<file path="config.mk">
export PLATFORM = sky130hd
export DESIGN_NAME = lpm_table_arbiter_flat
export DESIGN_NICKNAME = d
export VERILOG_FILES = /design/src/rtl/lpm_table_arbiter_if.sv /design/src/rtl/lpm_table_arbiter.sv /design/src/flat_wrapper.sv
export SDC_FILE = /design/constraint.sdc
export NUM_CORES = 1
export LEC_CHECK = 0
export CAP_MARGIN = 20
export CORE_AREA = 2 2 215 217
export CTS_BUF_LIST = sky130_fd_sc_hd__clkbuf_8 sky130_fd_sc_hd__clkbuf_16
export DETAILED_ROUTE_END_ITERATION = 12
export DIE_AREA = 0 0 217 219
export GPL_TIMING_DRIVEN = 0
export HOLD_SLACK_MARGIN = 0.06
export PLACE_DENSITY = 0.54
export SLEW_MARGIN = 30
export SYNTH_ARGS = -nofsm -noshare
export SYNTH_HDL_FRONTEND = slang
export SYNTH_SLANG_ARGS = --single-unit
</file>
<file path="constraint.sdc">
create_clock -name clk -period 3.3 [get_ports clk]
set_clock_uncertainty 0.1 [all_clocks]
set_input_delay 0.495 -clock clk [delete_from_list [all_inputs] [get_ports clk]]
set_output_delay 0.495 -clock clk [all_outputs]
set_load 0.02 [all_outputs]
</file>
<file path="src/rtl/lpm_table_arbiter_if.sv">
// Requester and LPM-table signal bundle for lpm_table_arbiter.
// The arbiter connects through the slave modport; the requesters and table connect through the master modport.
interface lpm_table_arbiter_if #(
  parameter int LUT_DEPTH_BITS = 5,
  parameter int NUM_QUEUES     = 8
);
  localparam int EW = 96 + NUM_QUEUES;

  logic [1:0]                  rq_req;
  logic [1:0]                  rq_we;
  logic [2*LUT_DEPTH_BITS-1:0] rq_addr;
  logic [2*EW-1:0]             rq_wdata;
  logic [1:0]                  rq_ack;
  logic [1:0]                  rq_err;
  logic [EW-1:0]               rq_rdata;

  logic                        lpm_rd_req;
  logic                        lpm_wr_req;
  logic [LUT_DEPTH_BITS-1:0]   lpm_rd_addr;
  logic [LUT_DEPTH_BITS-1:0]   lpm_wr_addr;
  logic [31:0]                 lpm_wr_ip;
  logic [31:0]                 lpm_wr_mask;
  logic [31:0]                 lpm_wr_next_hop_ip;
  logic [NUM_QUEUES-1:0]       lpm_wr_oq;
  logic [31:0]                 lpm_rd_ip;
  logic [31:0]                 lpm_rd_mask;
  logic [31:0]                 lpm_rd_next_hop_ip;
  logic [NUM_QUEUES-1:0]       lpm_rd_oq;
  logic                        lpm_rd_ack;
  logic                        lpm_wr_ack;
  logic                        busy;

  modport slave (
    input  rq_req, rq_we, rq_addr, rq_wdata,
    output rq_ack, rq_err, rq_rdata,
    output lpm_rd_req, lpm_wr_req, lpm_rd_addr, lpm_wr_addr,
    output lpm_wr_ip, lpm_wr_mask, lpm_wr_next_hop_ip, lpm_wr_oq,
    input  lpm_rd_ip, lpm_rd_mask, lpm_rd_next_hop_ip, lpm_rd_oq,
    input  lpm_rd_ack, lpm_wr_ack,
    output busy
  );

  modport master (
    output rq_req, rq_we, rq_addr, rq_wdata,
    input  rq_ack, rq_err, rq_rdata,
    input  lpm_rd_req, lpm_wr_req, lpm_rd_addr, lpm_wr_addr,
    input  lpm_wr_ip, lpm_wr_mask, lpm_wr_next_hop_ip, lpm_wr_oq,
    output lpm_rd_ip, lpm_rd_mask, lpm_rd_next_hop_ip, lpm_rd_oq,
    output lpm_rd_ack, lpm_wr_ack,
    input  busy
  );
endinterface

</file>
<file path="src/rtl/lpm_table_arbiter.sv">
// Round-robin arbiter giving two requesters single-transaction access to an LPM table,
// with a per-transaction ack timeout.
module lpm_table_arbiter #(
  parameter int LUT_DEPTH_BITS = 5,
  parameter int NUM_QUEUES     = 8,
  parameter int TIMEOUT        = 64
) (
  input  logic                clk,
  input  logic                resetn,
  lpm_table_arbiter_if.slave  bus
);
  localparam int EW = 96 + NUM_QUEUES;
  localparam int CW = $clog2(TIMEOUT + 1);
  localparam int LB = LUT_DEPTH_BITS;

  typedef enum logic [1:0] {IDLE = 2'd0, ISSUE = 2'd1, WAIT_ACK = 2'd2} state_t;

  state_t        state_q, state_d;
  logic          gnt_q, gnt_d;
  logic          last_q, last_d;
  logic          we_q, we_d;
  logic [LB-1:0] addr_q, addr_d;
  logic [EW-1:0] wdata_q, wdata_d;
  logic [CW-1:0] cnt_q, cnt_d;
  logic          rd_req_q, rd_req_d;
  logic          wr_req_q, wr_req_d;
  logic [1:0]    ack_q, ack_d;
  logic [1:0]    err_q, err_d;
  logic [EW-1:0] rdata_q, rdata_d;
  logic          busy_q, busy_d;
  logic [1:0]    eff_req_s;
  logic          sel_s;

  // A requester is not re-granted in its own ack cycle, so a level request held through ack is not replayed.
  always_comb begin
    eff_req_s = bus.rq_req & ~ack_q;
    if (eff_req_s == 2'b11) begin
      sel_s = ~last_q;
    end else begin
      sel_s = eff_req_s[1];
    end
  end

  // Next-state and next-output logic.
  always_comb begin
    state_d  = state_q;
    gnt_d    = gnt_q;
    last_d   = last_q;
    we_d     = we_q;
    addr_d   = addr_q;
    wdata_d  = wdata_q;
    cnt_d    = cnt_q;
    rd_req_d = 1'b0;
    wr_req_d = 1'b0;
    ack_d    = 2'b00;
    err_d    = 2'b00;
    rdata_d  = rdata_q;
    case (state_q)
      IDLE: begin
        if (eff_req_s != 2'b00) begin
          gnt_d    = sel_s;
          we_d     = bus.rq_we[sel_s];
          addr_d   = sel_s ? bus.rq_addr[2*LB-1 -: LB] : bus.rq_addr[LB-1:0];
          wdata_d  = sel_s ? bus.rq_wdata[2*EW-1 -: EW] : bus.rq_wdata[EW-1:0];
          wr_req_d = bus.rq_we[sel_s];
          rd_req_d = ~bus.rq_we[sel_s];
          cnt_d    = CW'(0);
          state_d  = ISSUE;
        end else begin
          state_d  = IDLE;
        end
      end
      ISSUE: begin
        state_d = WAIT_ACK;
      end
      WAIT_ACK: begin
        cnt_d = cnt_q + CW'(1);
        // A matching ack wins even in the cycle the counter would expire.
        if ((we_q && bus.lpm_wr_ack) || (!we_q && bus.lpm_rd_ack)) begin
          ack_d[gnt_q] = 1'b1;
          last_d       = gnt_q;
          state_d      = IDLE;
          if (!we_q) begin
            rdata_d = {bus.lpm_rd_ip, bus.lpm_rd_mask, bus.lpm_rd_oq, bus.lpm_rd_next_hop_ip};
          end else begin
            rdata_d = rdata_q;
          end
        end else if (cnt_q == CW'(TIMEOUT - 1)) begin
          ack_d[gnt_q] = 1'b1;
          err_d[gnt_q] = 1'b1;
          last_d       = gnt_q;
          state_d      = IDLE;
        end else begin
          state_d      = WAIT_ACK;
        end
      end
      default: begin
        state_d = IDLE;
      end
    endcase
    busy_d = (state_d != IDLE);
  end

  // State, holding registers and registered outputs.
  always_ff @(posedge clk or negedge resetn) begin
    if (!resetn) begin
      state_q  <= IDLE;
      gnt_q    <= 1'b0;
      last_q   <= 1'b1;
      we_q     <= 1'b0;
      addr_q   <= {LB{1'b0}};
      wdata_q  <= {EW{1'b0}};
      cnt_q    <= CW'(0);
      rd_req_q <= 1'b0;
      wr_req_q <= 1'b0;
      ack_q    <= 2'b00;
      err_q    <= 2'b00;
      rdata_q  <= {EW{1'b0}};
      busy_q   <= 1'b0;
    end else begin
      state_q  <= state_d;
      gnt_q    <= gnt_d;
      last_q   <= last_d;
      we_q     <= we_d;
      addr_q   <= addr_d;
      wdata_q  <= wdata_d;
      cnt_q    <= cnt_d;
      rd_req_q <= rd_req_d;
      wr_req_q <= wr_req_d;
      ack_q    <= ack_d;
      err_q    <= err_d;
      rdata_q  <= rdata_d;
      busy_q   <= busy_d;
    end
  end

  assign bus.rq_ack             = ack_q;
  assign bus.rq_err             = err_q;
  assign bus.rq_rdata           = rdata_q;
  assign bus.lpm_rd_req         = rd_req_q;
  assign bus.lpm_wr_req         = wr_req_q;
  assign bus.lpm_rd_addr        = addr_q;
  assign bus.lpm_wr_addr        = addr_q;
  assign bus.lpm_wr_ip          = wdata_q[EW-1 -: 32];
  assign bus.lpm_wr_mask        = wdata_q[EW-33 -: 32];
  assign bus.lpm_wr_oq          = wdata_q[32 +: NUM_QUEUES];
  assign bus.lpm_wr_next_hop_ip = wdata_q[31:0];
  assign bus.busy               = busy_q;
endmodule

</file>
<file path="src/flat_wrapper.sv">
// flat-port wrapper written by rule: the top's interface ports become plain ports
module lpm_table_arbiter_flat 
#(
  parameter int LUT_DEPTH_BITS = 5,
  parameter int NUM_QUEUES     = 8,
  parameter int TIMEOUT        = 64
)
  (clk, resetn, bus_rq_req, bus_rq_we, bus_rq_addr, bus_rq_wdata, bus_rq_ack, bus_rq_err, bus_rq_rdata, bus_lpm_rd_req, bus_lpm_wr_req, bus_lpm_rd_addr, bus_lpm_wr_addr, bus_lpm_wr_ip, bus_lpm_wr_mask, bus_lpm_wr_next_hop_ip, bus_lpm_wr_oq, bus_lpm_rd_ip, bus_lpm_rd_mask, bus_lpm_rd_next_hop_ip, bus_lpm_rd_oq, bus_lpm_rd_ack, bus_lpm_wr_ack, bus_busy);
  lpm_table_arbiter_if #(.LUT_DEPTH_BITS(LUT_DEPTH_BITS), .NUM_QUEUES(NUM_QUEUES)) bus_i ();
  input  logic clk;
  input  logic resetn;
  input wire logic [$bits(bus_i.rq_req)-1:0] bus_rq_req;
  input wire logic [$bits(bus_i.rq_we)-1:0] bus_rq_we;
  input wire logic [$bits(bus_i.rq_addr)-1:0] bus_rq_addr;
  input wire logic [$bits(bus_i.rq_wdata)-1:0] bus_rq_wdata;
  output wire logic [$bits(bus_i.rq_ack)-1:0] bus_rq_ack;
  output wire logic [$bits(bus_i.rq_err)-1:0] bus_rq_err;
  output wire logic [$bits(bus_i.rq_rdata)-1:0] bus_rq_rdata;
  output wire logic [$bits(bus_i.lpm_rd_req)-1:0] bus_lpm_rd_req;
  output wire logic [$bits(bus_i.lpm_wr_req)-1:0] bus_lpm_wr_req;
  output wire logic [$bits(bus_i.lpm_rd_addr)-1:0] bus_lpm_rd_addr;
  output wire logic [$bits(bus_i.lpm_wr_addr)-1:0] bus_lpm_wr_addr;
  output wire logic [$bits(bus_i.lpm_wr_ip)-1:0] bus_lpm_wr_ip;
  output wire logic [$bits(bus_i.lpm_wr_mask)-1:0] bus_lpm_wr_mask;
  output wire logic [$bits(bus_i.lpm_wr_next_hop_ip)-1:0] bus_lpm_wr_next_hop_ip;
  output wire logic [$bits(bus_i.lpm_wr_oq)-1:0] bus_lpm_wr_oq;
  input wire logic [$bits(bus_i.lpm_rd_ip)-1:0] bus_lpm_rd_ip;
  input wire logic [$bits(bus_i.lpm_rd_mask)-1:0] bus_lpm_rd_mask;
  input wire logic [$bits(bus_i.lpm_rd_next_hop_ip)-1:0] bus_lpm_rd_next_hop_ip;
  input wire logic [$bits(bus_i.lpm_rd_oq)-1:0] bus_lpm_rd_oq;
  input wire logic [$bits(bus_i.lpm_rd_ack)-1:0] bus_lpm_rd_ack;
  input wire logic [$bits(bus_i.lpm_wr_ack)-1:0] bus_lpm_wr_ack;
  output wire logic [$bits(bus_i.busy)-1:0] bus_busy;
  assign bus_i.rq_req = bus_rq_req;
  assign bus_i.rq_we = bus_rq_we;
  assign bus_i.rq_addr = bus_rq_addr;
  assign bus_i.rq_wdata = bus_rq_wdata;
  assign bus_rq_ack = bus_i.rq_ack;
  assign bus_rq_err = bus_i.rq_err;
  assign bus_rq_rdata = bus_i.rq_rdata;
  assign bus_lpm_rd_req = bus_i.lpm_rd_req;
  assign bus_lpm_wr_req = bus_i.lpm_wr_req;
  assign bus_lpm_rd_addr = bus_i.lpm_rd_addr;
  assign bus_lpm_wr_addr = bus_i.lpm_wr_addr;
  assign bus_lpm_wr_ip = bus_i.lpm_wr_ip;
  assign bus_lpm_wr_mask = bus_i.lpm_wr_mask;
  assign bus_lpm_wr_next_hop_ip = bus_i.lpm_wr_next_hop_ip;
  assign bus_lpm_wr_oq = bus_i.lpm_wr_oq;
  assign bus_i.lpm_rd_ip = bus_lpm_rd_ip;
  assign bus_i.lpm_rd_mask = bus_lpm_rd_mask;
  assign bus_i.lpm_rd_next_hop_ip = bus_lpm_rd_next_hop_ip;
  assign bus_i.lpm_rd_oq = bus_lpm_rd_oq;
  assign bus_i.lpm_rd_ack = bus_lpm_rd_ack;
  assign bus_i.lpm_wr_ack = bus_lpm_wr_ack;
  assign bus_busy = bus_i.busy;
  lpm_table_arbiter #(.LUT_DEPTH_BITS(LUT_DEPTH_BITS), .NUM_QUEUES(NUM_QUEUES), .TIMEOUT(TIMEOUT)) u_core (.clk(clk), .resetn(resetn), .bus(bus_i));
endmodule
</file>
==> key figures <==
Floorplan
  – Die height: 219 um
  – Initial Util: 0.213
  – Die area: 47,500 um^2
  – Rows: 78
  – Io pins: 555
  – Placeable Area: 45,100 um^2
  – Die X: 217 um

Detailed routing
  – DR vias: 8,919
  – DRC: 0
  – Antenna viol nets, final: 0
  – WL final: 38,900 um
  – Drt via density: 4.24
  – DRT iter0 DRCs: 322
  – Routed len/inst: 18.5 um
  – DRT Pass-1 Iters: 4

STA
  – Final hold violation count: 0
  – RSZ-0062 raised after global routing: false
  – Peak Freq: 420 MHz
  – Worst-Margin Slew: 763 ps
  – Final period utilization: 0.721
  – Fin crit period: 2380 ps
  – Endpoints failing setup: 0
  – Max_slew headroom: 0.491
  – Final Max Tran Viols: 0

Layout
  – Area of the multi-input gates: 3420 um^2
  – Register Area: 5810 um^2
  – Most frequent cells in the layout: clkdlybuf4s50_1 (553), dfrtp_1 (231), a21oi_1 (221), nand2_1 (116), nor2_1 (115)
  – Final net count: 1,817
  – Area Growth Syn to Fin: 76.3%
  – Most common cell after layout, fill and taps aside: clkdlybuf4s50_1
  – Post-Route Utilization: 0.375
  – Layout filler cell count: 4,540
  – Share of cells above drive strength 1: 0.0884
  – # diodes: 0
  – Final Instance Count excl. Fillers: 2,104

Synth
  – Top cells by area, synth: dfrtp_1 (60%), a21oi_1 (12%), mux2_1 (7.1%)
  – Cells after Synth: 897
  – Sequential share of the synthesized area: 0.606
  – Syn Area/Cell: 10.7 um^2
  – Register bit count reported by yosys: 232
  – Yosys warns: 0
  – Net count after synthesis: 1,228
  – Post-synth top area share: 0.603
  – Post-synthesis cell area: 9580 um^2
  – Yosys cell types: 33
  – Top cell type by total area after synthesis: dfrtp_1

Global route
  – Total global routing overflow: 0
  – First-pass GRT wire length: 57,300 um
  – Initial antenna violation count: 2
  – Vias in the first global route: 9,413
  – Overall routing resource usage: 0.157
  – Largest net degree at the start of global routing: 72

Hold path
  – Min-delay worst type: in2async

Clocking
  – Root Driver: clkbuf_16
  – Number of buffers created by CTS: 29
  – Setup bufs post-CTS: 0
  – CTS tree: yes
  – Bufs on Longest Clock Path: 3
  – Clock transition at path regs: 60 ps
  – Clock sink count: 232
  – Clock latency on the worst-skew pair: 560 ps
  – H-tree depth: 1

Power and ir drop
  – P_leak: 6.99 nW
  – Psw: 6.45 mW
  – P per Cell Area: 974 nW/um^2
  – Sw frac: 0.392
  – IR Drop Worst-Case VDD: 433 uV
  – Seq pwr share: 0.306
  – Cell Int Power: 10.0 mW
  – Combinational Power Share: 0.507
  – Total power: 16.4 mW
  – Clk pwr share: 0.188

Placement
  – I/O Buffers: 554
  – Final GP Congestion: 0.807
  – Detailed Place HPWL: 29,800 um
  – Placed Instances: 2,054

Setup path
  – CP required: 3680 ps
  – Crit path capture type: flop
  – Worst setup SP type: flop
  – CP Class: reg2reg
  – Critical path arrival: 2760 ps
  – Crit Path Max Fanout: 10

Flow run
  – Max-cap violations: 0

Status
  – Status: completed
cell usage after synthesis:
master and number:
a21o_1 1, a21oi_1 221, a31oi_1 2, and2_0 1, and2_1 2, and3_1 3
buf_1 3, buf_2 26, buf_4 6, buf_6 6, clkbuf_1 24, dfrtp_1 231
dfstp_2 1, ha_1 1, inv_1 2, inv_2 1, mux2_1 60, mux2_2 45
mux2i_1 1, nand2_1 116, nand2b_1 2, nand3_1 2, nand4_1 3, nor2_1 115
nor2b_1 4, nor3b_2 1, nor4_1 1, o21ai_0 8, o21ai_1 1, o221ai_1 1
o22ai_1 2, o31ai_1 2, xor2_1 2
final timing paths:
kind | start | to | slack [ps] | cells past startpoint
max in group asynchronous | resetn | u_core.bus.rq_rdata[5] | 1720 | 4
min in group clk | bus_rq_wdata[48] | u_core.wdata_q[48] | 380 | 3
worst max register to register | u_core.bus.rq_ack[1] | u_core.wdata_q[70] | 920 | 6
worst min register to register | u_core.bus.rq_rdata[46] | u_core.bus.rq_rdata[46] | 380 | 1
worst max-delay path | u_core.bus.rq_ack[1] | u_core.wdata_q[70] | 920 | 6
worst min-delay path | resetn | u_core.bus.rq_rdata[55] | 370 | 2
stage by stage:
stage               instance area [um^2]  setup WS, ps  TNS [ps]  hold slack, ps
floorplan                           9580          1510         0            99.4
global placement                   15900         -9400  -2168860             367
detailed placement                 16000           212         0             355
CTS                                16900           745         0             334
global route                       16900           590         0             345
finish                             16900           921         0             365
final cells by class:
class	count	share of cell area
sequential	232	0.344
timing repair buffer	558	0.334
multi-input combinational	597	0.202
clock buffer	37	0.0495
tap	600	0.0444
buffer	65	0.0204
clock inverter	12	0.00496
inverter	3	0.000667
critical path, cell delays in order (launching register included):
cell and delay, ps:
dfrtp_1 400, nand2b_1 160, a21oi_1 250, clkbuf_1 620, clkbuf_1 450, a21oi_1 130, a21oi_1 170
logic make-up (layout without fill, tap and decap cells):
group                    Yosys count  after routing  share of synthesized area
buffers and inverters             68            675                     0.0371
adder cells (fa/ha/maj)            1              1                    0.00131
flip-flops                       232            232                      0.606
AND/OR/NAND/NOR                  250            250                      0.103
XOR/XNOR                           2              2                    0.00183
multiplexers                     106            106                      0.124
AO/OA/AOI/OAI                    238            238                      0.126
metal layers:
| layer | track usage | wire length (um) |
|---|---|---|
| met1 | 0.190 | 15700 |
| met2 | 0.270 | 18900 |
| met3 | 0.0448 | 3140 |
| met4 | 0.0509 | 1110 |
| met5 | 0 | 21 |
power by group through the flow:
stage	clock network [mW]	registers [mW]	logic [mW]
after floorplan	0	6.65	2.43
after global placement	0	5.04	8.39
after detailed placement	0	5.06	8.45
after CTS	3.22	5.04	8.48
after global routing	3.35	5.22	8.95
final	3.08	5.03	8.33
flip-flops by register name, indices dropped and copies added, names as in the netlist:
| name | cells |
|---|---|
| u_core.bus.rq_rdata | 104 |
| u_core.wdata_q | 104 |
| u_core.cnt_q | 7 |
| u_core.bus.lpm_rd_addr | 5 |
| u_core.bus.rq_ack | 2 |
| u_core.bus.rq_err | 2 |
| u_core.state_q | 2 |
| u_core.bus.busy | 1 |
| u_core.bus.lpm_rd_req | 1 |
| u_core.bus.lpm_wr_req | 1 |
| u_core.gnt_q | 1 |
| u_core.last_q | 1 |
| u_core.we_q | 1 |
repair_timing:
item	in CTS	in global routing
hold buffers	1	0
resized for setup	0	0
hold endpoints to repair	50	0
Power figures use the tool's default switching activity.
